File: src/rtl/spi_slv16.sv
// spi_slv16: 16-bit SPI responder (SCLK idles high, MSB first, frame closed by SS_n rise).
// Optional SPI_SLV16_FRAME_ERR_EN adds the sticky frm_err output.
module spi_slv16 #(
   parameter int unsigned SYNC_STAGES = 2
) (
   input  logic        clk,
   input  logic        rst,
   input  logic        SS_n,
   input  logic        SCLK,
   input  logic        MOSI,
   output logic        MISO,
   input  logic [15:0] tx_data,
   input  logic        wrt_tx,
   output logic [15:0] rd_data,
   output logic        cmd_rdy,
   input  logic        clr_rdy
`ifdef SPI_SLV16_FRAME_ERR_EN
   ,
   output logic        frm_err
`endif
);

   localparam int unsigned DW = 16;
   localparam int unsigned CW = 5;
   localparam logic [CW-1:0] FULL_CNT = CW'(DW);

   typedef enum logic {IDLE, XFER} state_t;

   // Synchronizers, history flops and registered edge pulses
   logic [SYNC_STAGES-1:0] ss_sync_q, ss_sync_d;
   logic [SYNC_STAGES-1:0] sclk_sync_q, sclk_sync_d;
   logic [SYNC_STAGES-1:0] mosi_sync_q, mosi_sync_d;
   logic ss_hist_q, ss_hist_d;
   logic sclk_hist_q, sclk_hist_d;
   logic mosi_hist_q, mosi_hist_d;
   logic sclk_rise_q, sclk_rise_d;
   logic sclk_fall_q, sclk_fall_d;
   logic ss_fall_q, ss_fall_d;
   logic ss_rise_q, ss_rise_d;

   // Protocol state and datapath
   state_t        state_q, state_d;
   logic [CW-1:0] bit_cnt_q, bit_cnt_d;
   logic [DW-1:0] tx_buf_q, tx_buf_d;
   logic [DW-1:0] tx_shft_q, tx_shft_d;
   logic [DW-1:0] rx_shft_q, rx_shft_d;
   logic [DW-1:0] rd_data_q, rd_data_d;
   logic          cmd_rdy_q, cmd_rdy_d;
   logic          miso_q, miso_d;
`ifdef SPI_SLV16_FRAME_ERR_EN
   logic          frm_err_q, frm_err_d;
`endif

   always_comb begin
      ss_sync_d   = {ss_sync_q[SYNC_STAGES-2:0], SS_n};
      sclk_sync_d = {sclk_sync_q[SYNC_STAGES-2:0], SCLK};
      mosi_sync_d = {mosi_sync_q[SYNC_STAGES-2:0], MOSI};
      ss_hist_d   = ss_sync_q[SYNC_STAGES-1];
      sclk_hist_d = sclk_sync_q[SYNC_STAGES-1];
      mosi_hist_d = mosi_sync_q[SYNC_STAGES-1];
      sclk_rise_d = sclk_sync_q[SYNC_STAGES-1] & ~sclk_hist_q;
      sclk_fall_d = ~sclk_sync_q[SYNC_STAGES-1] & sclk_hist_q;
      ss_fall_d   = ~ss_sync_q[SYNC_STAGES-1] & ss_hist_q;
      ss_rise_d   = ss_sync_q[SYNC_STAGES-1] & ~ss_hist_q;
   end

   always_ff @(posedge clk or posedge rst) begin
      if (rst) begin
         ss_sync_q   <= '1;
         sclk_sync_q <= '1;
         mosi_sync_q <= '0;
         ss_hist_q   <= 1'b1;
         sclk_hist_q <= 1'b1;
         mosi_hist_q <= 1'b0;
         sclk_rise_q <= 1'b0;
         sclk_fall_q <= 1'b0;
         ss_fall_q   <= 1'b0;
         ss_rise_q   <= 1'b0;
      end else begin
         ss_sync_q   <= ss_sync_d;
         sclk_sync_q <= sclk_sync_d;
         mosi_sync_q <= mosi_sync_d;
         ss_hist_q   <= ss_hist_d;
         sclk_hist_q <= sclk_hist_d;
         mosi_hist_q <= mosi_hist_d;
         sclk_rise_q <= sclk_rise_d;
         sclk_fall_q <= sclk_fall_d;
         ss_fall_q   <= ss_fall_d;
         ss_rise_q   <= ss_rise_d;
      end
   end

   // mosi_hist_q lines up with the registered sclk_rise pulse
   always_comb begin
      state_d   = state_q;
      bit_cnt_d = bit_cnt_q;
      tx_buf_d  = tx_buf_q;
      tx_shft_d = tx_shft_q;
      rx_shft_d = rx_shft_q;
      rd_data_d = rd_data_q;
      cmd_rdy_d = cmd_rdy_q;
`ifdef SPI_SLV16_FRAME_ERR_EN
      frm_err_d = frm_err_q;
      if (clr_rdy) frm_err_d = 1'b0;
`endif
      if (wrt_tx)  tx_buf_d  = tx_data;
      if (clr_rdy) cmd_rdy_d = 1'b0;

      case (state_q)
         IDLE: begin
            if (ss_fall_q) begin
               state_d   = XFER;
               tx_shft_d = wrt_tx ? tx_data : tx_buf_q;
               rx_shft_d = '0;
               bit_cnt_d = '0;
               cmd_rdy_d = 1'b0;
`ifdef SPI_SLV16_FRAME_ERR_EN
               frm_err_d = 1'b0;
`endif
            end
         end
         XFER: begin
            if (sclk_rise_q) begin
               rx_shft_d = {rx_shft_q[DW-2:0], mosi_hist_q};
               if (bit_cnt_q != FULL_CNT) begin
                  bit_cnt_d = bit_cnt_q + CW'(1);
               end
`ifdef SPI_SLV16_FRAME_ERR_EN
               else begin
                  frm_err_d = 1'b1;
               end
`endif
            end
            // The fall before the first rise is the master's front porch
            if (sclk_fall_q && (bit_cnt_q != '0)) begin
               tx_shft_d = {tx_shft_q[DW-2:0], 1'b0};
            end
            if (ss_rise_q) begin
               state_d = IDLE;
               if (bit_cnt_q == FULL_CNT) begin
                  rd_data_d = rx_shft_q;
                  cmd_rdy_d = 1'b1;
               end
`ifdef SPI_SLV16_FRAME_ERR_EN
               else begin
                  frm_err_d = 1'b1;
               end
`endif
            end
         end
         default: state_d = IDLE;
      endcase

      miso_d = (state_d == XFER) ? tx_shft_d[DW-1] : 1'b0;
   end

   always_ff @(posedge clk or posedge rst) begin
      if (rst) begin
         state_q   <= IDLE;
         bit_cnt_q <= '0;
         tx_buf_q  <= '0;
         tx_shft_q <= '0;
         rx_shft_q <= '0;
         rd_data_q <= '0;
         cmd_rdy_q <= 1'b0;
         miso_q    <= 1'b0;
`ifdef SPI_SLV16_FRAME_ERR_EN
         frm_err_q <= 1'b0;
`endif
      end else begin
         state_q   <= state_d;
         bit_cnt_q <= bit_cnt_d;
         tx_buf_q  <= tx_buf_d;
         tx_shft_q <= tx_shft_d;
         rx_shft_q <= rx_shft_d;
         rd_data_q <= rd_data_d;
         cmd_rdy_q <= cmd_rdy_d;
         miso_q    <= miso_d;
`ifdef SPI_SLV16_FRAME_ERR_EN
         frm_err_q <= frm_err_d;
`endif
      end
   end

   assign MISO    = miso_q;
   assign rd_data = rd_data_q;
   assign cmd_rdy = cmd_rdy_q;
`ifdef SPI_SLV16_FRAME_ERR_EN
   assign frm_err = frm_err_q;
`endif

endmodule
File: config.mk
export PLATFORM = sky130hd
export DESIGN_NAME = spi_slv16
export DESIGN_NICKNAME = d
export VERILOG_FILES = /design/src/rtl/spi_slv16.sv
export SDC_FILE = /design/constraint.sdc
export NUM_CORES = 1
export LEC_CHECK = 0
export BUFFER_PORTS_ARGS = -buffer_cell sky130_fd_sc_hd__buf_2
export CAP_MARGIN = 25
export CORE_MARGIN = 3
export CORE_UTILIZATION = 40
export DETAILED_ROUTE_END_ITERATION = 10
export HOLD_SLACK_MARGIN = 0.06
export PLACE_DENSITY_LB_ADDON = 0.05
export SLEW_MARGIN = 40
export SYNTH_ARGS = -nofsm -noshare
export SYNTH_HDL_FRONTEND = slang
export SYNTH_SLANG_ARGS = --single-unit
File: constraint.sdc
create_clock -name clk -period 6.1 [get_ports clk]
set_input_delay 0 -clock clk [delete_from_list [all_inputs] [get_ports clk]]
set_output_delay 0 -clock clk [all_outputs]
set_load 0.02 [all_outputs]
### Word-level counts from Yosys, hierarchy flattened

Index checks and enable logic that the tools add are counted.

| operators by class | value |
|---|---|
| add/subtract/negate cells | 1 |
| equality and inequality tests | 6 |
| multiplexer cells | 20 |
| bitwise logic cells | 9 |
| reductions and logical operators | 6 |

Operators with widths:

| operator | count |
|---|---|
| $mux 16 | 5 |
| $pmux 16 s2 | 2 |
| $mux 5 | 3 |
| $pmux 5 s2 | 1 |
| $mux 1 | 7 |
| $reduce_and 3->1 | 2 |
| $add 5x1->5 const B | 1 |
| $eq 5x5->1 const B | 1 |
| $ne 5x5->1 const B | 1 |
| $not 1->1 | 5 |
| $reduce_bool 5->1 | 1 |
| $and 1x1->1 | 4 |
| $ne 2x1->1 const B | 2 |
| $ne 2x2->1 const B | 2 |
| $pmux 1 s2 | 2 |
| $reduce_and 2->1 | 2 |
| $logic_and 1x1->1 | 1 |

| word-level totals | value |
|---|---|
| register bits after elaboration | 85 |
| output and inout bits | 18 |

### Depth between registers and ports, before layout

| logic depth | value |
|---|---|
| depth after elaboration | 5 |
| depth in mapped cells | 6 |
| mapped depth without buffers | 5 |

### Worst setup path after synthesis

OpenSTA, ideal clock, no wires.

| path | value |
|---|---|
| kind | flip-flop to flip-flop |
| from | reg bit_cnt_q[0] |
| to | reg tx_shft_q[1] |
| library setup time | 0.126 ns |
| data arrival time | 1.663 ns |
| slack | 4.311 ns |
| cell stages (with the launch flop) | 7 |
| clock period less this slack | 1.789 ns |
| cell sequence | dfrtp_1 -> inv_1 -> ha_1 -> or4b_4 -> buf_2 -> and3_1 -> a221o_1 |

| between the ends | value |
|---|---|
| longest elaborated chain between the ends | 4 |

Ends and longest elaborated chain:

| element | RTL line | RTL |
|---|---|---|
| from (decl) | 43 | `logic [CW-1:0] bit_cnt_q, bit_cnt_d;` |
| from (signal assigned) | 172 | `bit_cnt_q <= bit_cnt_d;` |
| $reduce_bool 5->1 | 135 | `if (sclk_fall_q && (bit_cnt_q != '0)) begin` |
| $logic_and 1x1->1 | 135 |  |
| $ne 2x1->1 (no line) | n/a |  |
| $reduce_and 2->1 (no line) | n/a |  |
| to (signal assigned) | 174 | `tx_shft_q <= tx_shft_d;` |
| to (decl) | 45 | `logic [DW-1:0] tx_shft_q, tx_shft_d;` |

No other way between the ends.
A chain may end at the register's enable or synchronous reset.

### Worst setup path after layout

| path | value |
|---|---|
| from | reg bit_cnt_q[0] |
| to | reg tx_shft_q[9] |

The elaborated chain is that of the path after synthesis.

==> results.sh <==
export IMPL_rsz0062_at_grt="false"
export IMPL_cts_inserted_buffers=9
export IMPL_synthTopCellsByCount="dfrtp_1 (79), mux2_2 (32), a22o_1 (16)"
export IMPL_yosysSeqAreaShare_pct=65.95
export IMPL_gp_congestion=0.7704
export IMPL_yosys_top_cells_area="dfrtp_1 (61%), mux2_2 (11%), dfstp_2 (4.9%), a221o_1 (4.3%), a22o_1 (4.3%)"
export IMPL_clk_latency_ps=360
export IMPL_drv_cap=0
export IMPL_hold_class="in -> reg"
export IMPL_leakage_nw=1.891
export IMPL_synthCells=222
export IMPL_dieArea_um2=9207
export IMPL_drc=0
export IMPL_wl_mm=5.879
export IMPL_fin_setup_tns_ps=0
export IMPL_finClkSkew_ps=15.04
export IMPL_timing_hold_ws_ps=183.9
export IMPL_first_pass_iters=4
export IMPL_area_growth_pct=21.38
export IMPL_ys_types=36
export IMPL_htree_levels=3
export IMPL_endpoint_kind="flop"
export IMPL_vias=1977
export IMPL_yosys_most_used_dff="dfrtp_1"
export IMPL_dpl_hpwl_mm=3.539
export IMPL_cts_root_buf="clkbuf_8"
export IMPL_synth_edf_count=0
export IMPL_yosysTopAreaCell="dfrtp_1"
export IMPL_crit_type="reg -> reg"
export IMPL_cpPeakStageDelay_ps=610
export IMPL_syn_area_um2=3237
export IMPL_cts_resized=0
export IMPL_critPathSlowestCell="a21oi_2"
export IMPL_portBuffers=40
export IMPL_wire_per_inst_um=15.04
export IMPL_drtIter0Drc=69
export IMPL_cts_sinks=85
export IMPL_path_cells="inv_1, ha_1, or4b_4, a21oi_2, a221o_1"
export IMPL_reg2regPathDepth=5
export IMPL_yosys_area_top_type_share_pct=61.07
export IMPL_clk_pin_slew_ps=90
export IMPL_synthMostInstantiatedCell="dfrtp_1"
export IMPL_max_slew_margin_pct=51.79
export IMPL_fin_nets=309
export IMPL_die_h_um=95.96
export IMPL_grt_usage_pct=13.70
export IMPL_initial_core_util_pct=41.46
export IMPL_critical_path_required_ps=6380
export IMPL_drive_gt1_share_pct=34.95
export IMPL_whs_path_depth=2
export IMPL_antenna_found_initial=0
export IMPL_grt_max_degree=86
export IMPL_dp_cells=354
export IMPL_irDropWorstVdd_mv=0.1484
export IMPL_run_status="complete, no violations"
export IMPL_viasPerCell=5.056
export IMPL_crit_fanout=16
export IMPL_fillCellCount=698
export IMPL_worst_slew_pin_slew_ps=722.8
export IMPL_pre_cts_slack_ps=3928
export IMPL_cp_arrival_ps=2470
export IMPL_synthArstFlopShare_pct=100.0
export IMPL_fin_cells=391
export IMPL_die_w_um=95.96
export IMPL_max_freq_mhz=458.1
export IMPL_slew_viol_final=0
export IMPL_synth_seq_cells=85
export IMPL_worstSetupStartpointType="flop"
export IMPL_fin_ws_ps=3917
export IMPL_core_area_um2=7807
export IMPL_ant_nets=0
export IMPL_setup_violations=0
export IMPL_rows=32
export IMPL_diodes=0
export IMPL_synth_avg_cell_area_um2=14.58
export IMPL_hold_violations=0
export IMPL_yosysWarningCount=0
export IMPL_grt_pass1_wl_mm=9.542
export IMPL_clock_path_buffers=2
export IMPL_pin_count=41
export IMPL_grt_pass1_vias=1903
export IMPL_period_minus_slack_ps=2183
export IMPL_syn_nets=247
export IMPL_overflow=0
export IMPL_post_route_period_util_pct=35.78
export IMPL_cts_tree="done"
export IMPL_pwr_density_cell_nw_per_um2=329.0
[state kept, by name (all words and copies together) (netlist names), 2 cells and up]
signal and count:
mosi_sync_q 2, ss_sync_q 2, sclk_sync_q 2, tx_shft_q 16, tx_buf_q 16, bit_cnt_q 5
rx_shft_q 16, rd_data 16
[layer usage]
metal / share of wire (%) / vias to the layer above / global-route usage, % / routed length [um]
met5: 0 / - / 0 / 0
met3: 2.5 / 6 / 3.049 / 145
met2: 45 / 27 / 19.22 / 2629
li1: - / 954 / - / -
met1: 52 / 990 / 19.80 / 3031
met4: 1.2 / 0 / 7.109 / 73
[report_power, final]
part	internal (mW)	switching, mW	leakage (nW)
sequential	0.652	0.0533	1.09
clock	0.152	0.213	0.0824
combinational	0.112	0.110	0.720
total	0.916	0.376	1.89
[final cells by class]
cell class	count	area [um^2]	area share, %
multi-input combinational	121	1037	26.40
sequential	85	2135	54.33
tap	102	127.6	3.248
clock buffer	9	123.9	3.153
timing repair buffer	63	431.7	10.99
clock inverter	7	57.56	1.465
inverter	4	16.27	0.4140
[cell families (layout without fill, tap and decap cells)]
kind of cell,after synthesis,in the layout,synth area share [%]
AO/OA/AOI/OAI,44,44,11.64
multiplexers,33,33,11.44
buffers and inverters,16,83,2.242
adder cells (fa/ha/maj),2,2,0.7730
AND/OR/NAND/NOR,42,42,7.963
flip-flops,85,85,65.95
[through the flow]
| step | power, mW | util, % | cell area, um^2 |
|---|---|---|---|
| 2_1_floorplan | 0.8703 | - | 3237 |
| 3_3_place_gp | 0.9245 | 45.13 | 3523 |
| 3_5_place_dp | 0.9271 | 45.21 | 3530 |
| 4_1_cts | 1.311 | 50.22 | 3921 |
| 5_1_grt | 1.369 | 50.32 | 3929 |
| 6_report | 1.293 | 50.32 | 3929 |
[worst paths after layout]
check | from | to | slack, ps
setup / recovery | bit_cnt_q[0] | tx_shft_q[9] | 3920
hold / removal | wrt_tx | tx_buf_q[15] | 180
hold reg to reg | mosi_sync_q[0] | mosi_sync_q[1] | 350
max in group asynchronous | rst | tx_buf_q[10] | 5250
min in group asynchronous | rst | rd_data[14] | 370
setup reg to reg | bit_cnt_q[0] | tx_shft_q[9] | 3920
[worst max-delay path: cells and delay by family (launching register included)]
family	cells	cell delay, ps
AO/OA/AOI/OAI	2	880
adder cells (fa/ha/maj)	1	170
buffers and inverters	1	80
flip-flops	1	420
AND/OR/NAND/NOR	1	580
[layout by cell type, fill, tap and decap left out, drive strengths merged, types with 3 or more instances in the layout]
| cell type | Yosys | final |
|---|---|---|
| a21oi | 3 | 3 |
| mux2 | 32 | 32 |
| clkinv | 0 | 3 |
| o21ai | 4 | 4 |
| inv | 4 | 5 |
| clkinvlp | 0 | 3 |
| buf | 6 | 41 |
| dfstp | 6 | 6 |
| dlygate4sd3 | 0 | 21 |
| nand2 | 8 | 8 |
| clkbuf | 6 | 10 |
| nor2b | 5 | 5 |
| a221o | 14 | 14 |
| and3 | 14 | 14 |
| dfrtp | 79 | 79 |
| a22o | 16 | 16 |
| and2 | 3 | 3 |
[repair_timing]
item / 4_1_cts / 5_1_grt
buffers inserted: 0 / 0
endpoints found under the hold margin: 115 / 0
hold buffers: 21 / 0
(Power assumes the default switching activity.)
